**src/rtl/jtbubl_sndcomm_pkg.sv**
```systemverilog
// Shared constants for the main-to-sound command channel.
// Holds the sound-side register offsets, the default reset stretch and the status byte layout.
package jtbubl_sndcomm_pkg;

    localparam logic [1:0] SNDCOMM_CMD    = 2'd0;
    localparam logic [1:0] SNDCOMM_NMIEN  = 2'd1;
    localparam logic [1:0] SNDCOMM_NMIDIS = 2'd2;
    localparam logic [1:0] SNDCOMM_STAT   = 2'd3;

    localparam int unsigned SNDCOMM_RSTLEN = 16;

    function automatic logic [7:0] sndcomm_status(input logic reply_pending,
                                                  input logic cmd_pending);
        return {6'b0, reply_pending, cmd_pending};
    endfunction

endpackage

```
**src/rtl/jtbubl_sndcomm_acc.sv**
```systemverilog
// Sound CPU bus access edge detector.
// Strobes are sampled only on cen, so each access produces exactly one start (and one read end) pulse.
module jtbubl_sndcomm_acc (
    input  logic clk_i,
    input  logic rst_i,
    input  logic cen_i,
    input  logic cs_i,
    input  logic rdn_i,
    input  logic wrn_i,
    output logic rd_start_o,
    output logic rd_end_o,
    output logic wr_start_o
);

    logic rd_act, wr_act;
    logic rd_act_q, wr_act_q;

    assign rd_act = cs_i & ~rdn_i;
    assign wr_act = cs_i & ~wrn_i;

    always_ff @(posedge clk_i or posedge rst_i) begin
        if (rst_i) begin
            rd_act_q <= 1'b0;
            wr_act_q <= 1'b0;
        end else if (cen_i) begin
            rd_act_q <= rd_act;
            wr_act_q <= wr_act;
        end
    end

    assign rd_start_o = cen_i &  rd_act & ~rd_act_q;
    assign rd_end_o   = cen_i & ~rd_act &  rd_act_q;
    assign wr_start_o = cen_i &  wr_act & ~wr_act_q;

endmodule

```
**src/rtl/jtbubl_sndcomm.sv**
```systemverilog
// Sound-board end of the main/sound command channel: command latch with gated NMI,
// reply latch back to the main CPU, and a cen-timed stretch of the main-driven sound reset.
module jtbubl_sndcomm
    import jtbubl_sndcomm_pkg::*;
#(
    parameter int unsigned RSTLEN = SNDCOMM_RSTLEN
) (
    input  logic       clk24,
    input  logic       rst,
    input  logic       cen,
    input  logic       main_latch_wr,
    input  logic [7:0] main_latch,
    input  logic       main_reply_rd,
    output logic [7:0] main_reply,
    output logic       reply_pending,
    input  logic       main_snd_rst,
    output logic       snd_rst,
    input  logic       snd_cs,
    input  logic [1:0] snd_addr,
    input  logic       snd_rdn,
    input  logic       snd_wrn,
    input  logic [7:0] snd_dout,
    output logic [7:0] snd_din,
    output logic       nmi_n
);

    localparam logic [7:0] RSTLEN_V = 8'(RSTLEN);

    logic       rd_start, rd_end, wr_start;

    logic [7:0] cmd_q, cmd_d;
    logic       cmd_pending_q, cmd_pending_d;
    logic       nmi_en_q, nmi_en_d;
    logic [7:0] main_reply_q, main_reply_d;
    logic       reply_pending_q, reply_pending_d;
    logic       nmi_n_q, nmi_n_d;
    logic [7:0] rst_cnt_q, rst_cnt_d;
    logic       rd_cmd_q, rd_cmd_d;

    jtbubl_sndcomm_acc u_acc (
        .clk_i      (clk24),
        .rst_i      (rst),
        .cen_i      (cen),
        .cs_i       (snd_cs),
        .rdn_i      (snd_rdn),
        .wrn_i      (snd_wrn),
        .rd_start_o (rd_start),
        .rd_end_o   (rd_end),
        .wr_start_o (wr_start)
    );

    assign snd_rst = main_snd_rst | (rst_cnt_q != 8'd0);

    always_comb begin
        cmd_d           = cmd_q;
        cmd_pending_d   = cmd_pending_q;
        nmi_en_d        = nmi_en_q;
        main_reply_d    = main_reply_q;
        reply_pending_d = reply_pending_q;
        rd_cmd_d        = rd_cmd_q;
        rst_cnt_d       = rst_cnt_q;
        nmi_n_d         = ~(cmd_pending_q & nmi_en_q);

        // The read address is captured at access start, so the clear keys off the access as issued.
        if (rd_start) rd_cmd_d = (snd_addr == SNDCOMM_CMD);
        if (rd_end && rd_cmd_q) cmd_pending_d = 1'b0;
        if (main_latch_wr) begin
            cmd_d         = main_latch;
            cmd_pending_d = 1'b1;
        end

        if (main_reply_rd) reply_pending_d = 1'b0;
        if (wr_start) begin
            case (snd_addr)
                SNDCOMM_CMD: begin
                    main_reply_d    = snd_dout;
                    reply_pending_d = 1'b1;
                end
                SNDCOMM_NMIEN:  nmi_en_d = 1'b1;
                SNDCOMM_NMIDIS: nmi_en_d = 1'b0;
                default: ;
            endcase
        end

        if (snd_rst) begin
            nmi_en_d        = 1'b0;
            reply_pending_d = 1'b0;
            main_reply_d    = main_reply_q;
        end

        // Holding the load while the request is high makes the release itself the reload point.
        if (main_snd_rst) rst_cnt_d = RSTLEN_V;
        else if (cen && rst_cnt_q != 8'd0) rst_cnt_d = rst_cnt_q - 8'd1;
    end

    always_ff @(posedge clk24 or posedge rst) begin
        if (rst) begin
            cmd_q           <= 8'd0;
            cmd_pending_q   <= 1'b0;
            nmi_en_q        <= 1'b0;
            main_reply_q    <= 8'd0;
            reply_pending_q <= 1'b0;
            nmi_n_q         <= 1'b1;
            rst_cnt_q       <= RSTLEN_V;
            rd_cmd_q        <= 1'b0;
        end else begin
            cmd_q           <= cmd_d;
            cmd_pending_q   <= cmd_pending_d;
            nmi_en_q        <= nmi_en_d;
            main_reply_q    <= main_reply_d;
            reply_pending_q <= reply_pending_d;
            nmi_n_q         <= nmi_n_d;
            rst_cnt_q       <= rst_cnt_d;
            rd_cmd_q        <= rd_cmd_d;
        end
    end

    always_comb begin
        case (snd_addr)
            SNDCOMM_CMD:  snd_din = cmd_q;
            SNDCOMM_STAT: snd_din = sndcomm_status(reply_pending_q, cmd_pending_q);
            default:      snd_din = 8'hFF;
        endcase
    end

    assign main_reply    = main_reply_q;
    assign reply_pending = reply_pending_q;
    assign nmi_n         = nmi_n_q;

endmodule

```
**config.mk**
```make
export PLATFORM = sky130hd
export DESIGN_NAME = jtbubl_sndcomm
export DESIGN_NICKNAME = d
export VERILOG_FILES = /design/src/rtl/jtbubl_sndcomm_pkg.sv /design/src/rtl/jtbubl_sndcomm_acc.sv /design/src/rtl/jtbubl_sndcomm.sv
export SDC_FILE = /design/constraint.sdc
export NUM_CORES = 1
export LEC_CHECK = 0
export CAP_MARGIN = 20
export CORE_MARGIN = 2
export CORE_UTILIZATION = 29
export CTS_CLUSTER_DIAMETER = 200
export DETAILED_ROUTE_END_ITERATION = 16
export HOLD_SLACK_MARGIN = 0.1
export PLACE_DENSITY = 0.59
export SLEW_MARGIN = 0
export SYNTH_ARGS = -nofsm -noshare
export SYNTH_HDL_FRONTEND = slang
export SYNTH_SLANG_ARGS = --single-unit
```
**constraint.sdc**
```tcl
create_clock -name clk24 -period 2.6 [get_ports clk24]
set_clock_uncertainty 0.2 [all_clocks]
set_input_delay 0.39 -clock clk24 [delete_from_list [all_inputs] [get_ports clk24]]
set_output_delay 0.39 -clock clk24 [all_outputs]
set_load 0.01 [all_outputs]
```
==> metrics.sh <==
OUTCOME='complete, no violations'
POST_DRT_WL_PER_CELL_UM=12.6
POST_SYNTH_INSTANCE_AREA_UM2=1490
SYNTH_COMMONEST_CELLS='dfrtp_1 (29), mux2_2 (13), inv_1 (12)'
SYN_INST=132
CTS_MADE_BUFFERS=5
MAIN_COMBINATIONAL_CELL_FAMILY_BY_AREA_AFTER_SYNTHESIS='simple AND/OR/NAND/NOR gates'
VERTICAL_DIE_DIMENSION_UM=75.6
CLKLATENCYLATEPIN_NS=0.28
TIGHTESTPINTRANSITION_NS=0.463
DESIGN.DIE.AREA_UM2=5710
STANDBY_LEAKAGE_POWER_nW=0.978
SYNTH_TOP_AREA_SHARE_PCT=48.8
CLOCK_TREE_FROM_TRITONCTS='built'
SETUP.WORST_PATH.START='snd_addr[0]'
TIMING.CRITICAL_PATH.REQUIRED_NS=2.01
SYNTH_SEQ_AREA_SHARE_PCT=52.4
SYNTH_AREA_LEADER_CELL='dfrtp_1'
CTS_HOLD_BUF=0
SYNTH-COMPOUND-AREA-SHARE_PCT=13.4
DPL_CELL_AREA_UM2=2100
SETUP_TNS_NS=0
POWER_PER_CELL_AREA_nW_PER_UM2=622
SYN_NETS=165
CRIT_FAMILY='buffers and inverters'
SWITCHING_POWER_W=0.000392
GRT.TOTAL_USAGE_PCT=12.3
IO_PINS=46
TIMING.FINAL.SETUP_VIOLATIONS=0
DRV_SLEW=0
ANTENNA_FOUND_INITIAL=0
MIN_PERIOD_NS=2.43
RSZ0062_AT_GRT='no'
POSTCTSSETUPBUFFERS=0
AVGVIACOUNTPERCELL=4.56
SLEW_HEADROOM_PCT=69.0
CRITPATHMAXSTAGEDELAY_NS=0.48
POST_SYNTH.CELL_AREA_AVG_UM2=11.3
FLOORPLAN.INITIALDENSITY_PCT=29.7
CTS-HTREE-LEVELS=2
INSERTEDDIODECOUNT=0
ASYNC_FLOP_SHARE_PCT=100
MIN-DELAY-PATH-CLASS='reg -> reg'
DRT_DRC_VIOLATIONS_LEFT=0
R2R_START='rst_cnt_q[0]'
SYNTH.AREA.MUX_SHARE_PCT=9.85
CRIT_SLOWEST_CELL='clkdlybuf4s50_1'
SYNTH.YOSYS.WARNINGS=0
HPWL_UM=2590
GRT_OVERFLOW=0
FINALHOLDVIOLATIONS=0
DETAILEDROUTE.FIRSTPASSITERATIONCOUNT=4
POWER.SHARE.CLOCK_PCT=30.5
MAX_CLOCK_FREQ_GHz=0.411
YS.FLOP_TYPE='dfrtp_1'
SEQUENTIALPOWERSHARE_PCT=44.2
VDD_DROP_MAX_mV=0.374
VIA_COUNT_OF_THE_FIRST_GLOBAL_ROUTING_PASS=1164
SYNTH_XOR_XNOR_AREA_SHARE_PCT=1.18
PLACEABLECOREAREA_UM2=5010
TIMING.SETUP.CRITICAL_PATH_CLASS='in -> out'
END_KIND='output pin'
FINAL_CELL_COUNT_NO_FILL=264
POST_SYNTH_FA_HA_MAJ_AREA_FRACTION_PCT=5.05
ROWS=26
FIN_CRIT_SH_PCT=93.5
SWITCHING_SHARE_PCT=28.5
MIN_FROM='nmi_en_q'
HOLD_WS_NS=0.214
YOSYS.CELL_TYPES.COUNT=35
YOSYS-TOP-CELLS-AREA='dfrtp_1 (49%), mux2_2 (9.8%), ha_1 (5.1%), dfstp_2 (3.5%), o21ai_0 (3.4%)'
ANTENNA_VIOLATION_NET_COUNT_AFTER_DETAILED_ROUTING=0
NUMPLACEDINSTANCES=256
DETAIL_ROUTE.WIRELENGTH_UM=3320
WIRE_LENGTH_OF_THE_FIRST_GLOBAL_ROUTING_PASS_UM=5200
LARGEST_NET_DEGREE_AT_THE_START_OF_GLOBAL_ROUTING=32
FLOORPLAN.DIE.WIDTH_UM=75.6
WORSTPATHCELLLIST='clkdlybuf4s50_1 -> buf_4 -> ha_1 -> nor2b_1 -> a21oi_1 -> dlygate4sd2_1'
CP_NUM_BUF_INV=3
PORT_BUFFERS=45
SYNTH-SEQ-CELLS=31
GLOBALPLACE.CONGESTION=0.732
CLOCK_TREE.ROOT_CELL='clkbuf_8'
AREA_SHARE_OF_AND_OR_NAND_NOR_CELLS_AFTER_SYNTHESIS_PCT=13.9
CLOCK_SINK_COUNT=31
POWER.COMBINATIONAL.FRACTION_PCT=25.3
TIMING.CRITICAL_PATH.ARRIVAL_NS=1.84
SYNTHMOSTINSTANTIATEDCELL='dfrtp_1'
NUM_VIAS=1203
POWER.TOTAL_W=0.00137
CTS-ROOT-TO-SINK-BUFFERS=2
DRT-INITIAL-DRC-COUNT=21
DRIVE_GT1_SHARE_PCT=21.6
CLK_PIN_SLEW_WORST_PATHS_NS=0.06
INTERNAL_POWER_W=0.000983
FIN_AREA_UM2=2210
COUNT_OF_FLIP_FLOPS_WITH_A_BUILT_IN_ENABLE_AFTER_SYNTHESIS=0
CRITPATHLAUNCHTYPE='input pin'
TIMING.MAX_CAP.VIOLATIONS=0
NETS=226
CRITPATHMAXFANOUT=5
AREA_GROWTH_SYN_TO_LAYOUT_PCT=48.8
-- power groups by stage --
stage               clock network, W  logic [W]  registers, W
finish                      0.000419   0.000348      0.000608
floorplan                          0   0.000202      0.000605
CTS                         0.000438   0.000357      0.000608
detailed placement                 0   0.000356      0.000616
global route                0.000452   0.000390      0.000618
global placement                   0   0.000345      0.000613
-- per-layer routing --
| layer | track usage [%] | routed length [um] | vias up |
|---|---|---|---|
| met1 | 14.7 | 1430 | 572 |
| met5 | 0 | 0 | - |
| met3 | 5.16 | 234 | 8 |
| met2 | 19.1 | 1570 | 34 |
| met4 | 6.24 | 83 | 0 |
| li1 | - | - | 589 |
-- repair_timing --
action,4_1_cts,5_1_grt
hold endpoints to repair,0,0
setup endpoints to repair,8,4
gates resized for setup,7,4
-- layout make-up --
cell class                 instances  area, um2
tap                               70       87.6
fill                             490       2800
clock buffer                       7       96.3
inverter                          12       45.0
clock inverter                     1       7.51
multi-input combinational         86        653
sequential                        31        778
timing repair buffer              57        544
-- worst paths after layout --
| kind | slack (ns) | cells past startpoint | end |
|---|---|---|---|
| worst max-delay path | 0.17 | 6 | snd_din[3] |
| worst min-delay path | 0.21 | 1 | nmi_n |
| worst max register to register | 0.42 | 6 | main_reply[7] |
| worst min register to register | 0.21 | 1 | nmi_n |
| max in group asynchronous | 1.60 | 3 | nmi_n |
| min in group asynchronous | 0.28 | 3 | rst_cnt_q[7] |
-- registers in the layout (all words and copies together), names as in the netlist --
name	flops
rd_cmd_q	1
cmd_pending_q	1
reply_pending	1
nmi_en_q	1
cmd_q	8
u_acc.wr_act_q	1
u_acc.rd_act_q	1
rst_cnt_q	8
nmi_n	1
main_reply	8
-- cell usage in the layout (no fill, tap or decap), types with 2 or more instances in the layout --
| master | netlist | final |
|---|---|---|
| clkdlybuf4s50_1 | 0 | 36 |
| o21ai_1 | 2 | 2 |
| dlygate4sd2_1 | 0 | 5 |
| dfrtp_1 | 29 | 29 |
| mux2_2 | 13 | 13 |
| dfstp_2 | 2 | 2 |
| inv_1 | 12 | 12 |
| nor3_1 | 2 | 2 |
| nand2_1 | 11 | 11 |
| xor2_1 | 2 | 2 |
| clkbuf_8 | 0 | 7 |
| dlymetal6s2s_1 | 0 | 4 |
| o21ai_0 | 10 | 10 |
| buf_4 | 0 | 12 |
| or4b_1 | 2 | 2 |
| a221o_1 | 2 | 2 |
| nor2_1 | 3 | 3 |
| nand3b_1 | 2 | 2 |
| nor4_1 | 2 | 2 |
| a21oi_1 | 8 | 8 |
| ha_1 | 6 | 5 |
| or3_1 | 4 | 4 |
-- worst register-to-register path: stages, from the launching register on --
cell and delay, ns:
dfrtp_1 0.41, inv_1 0.11, ha_1 0.17, nor4b_2 0.23, buf_4 0.16, nand4_1 0.37, mux2_2 0.42
-- per-stage QoR --
| step | util, % | worst slack (ns) |
|---|---|---|
| finish | 44.2 | 0.168 |
| global route | 44.2 | 0.0745 |
| CTS | 44.0 | 0.00706 |
| detailed placement | 41.8 | -0.0916 |
| global placement | 41.8 | -0.0275 |
| floorplan | - | 0.586 |
-- cells by family after synthesis --
group,count (synthesis)
compound gates,30
xor+xnor,2
fa+ha+maj,6
buf+inv,15
flops,31
mux,13
simple gates,35
(Power assumes the default switching activity.)
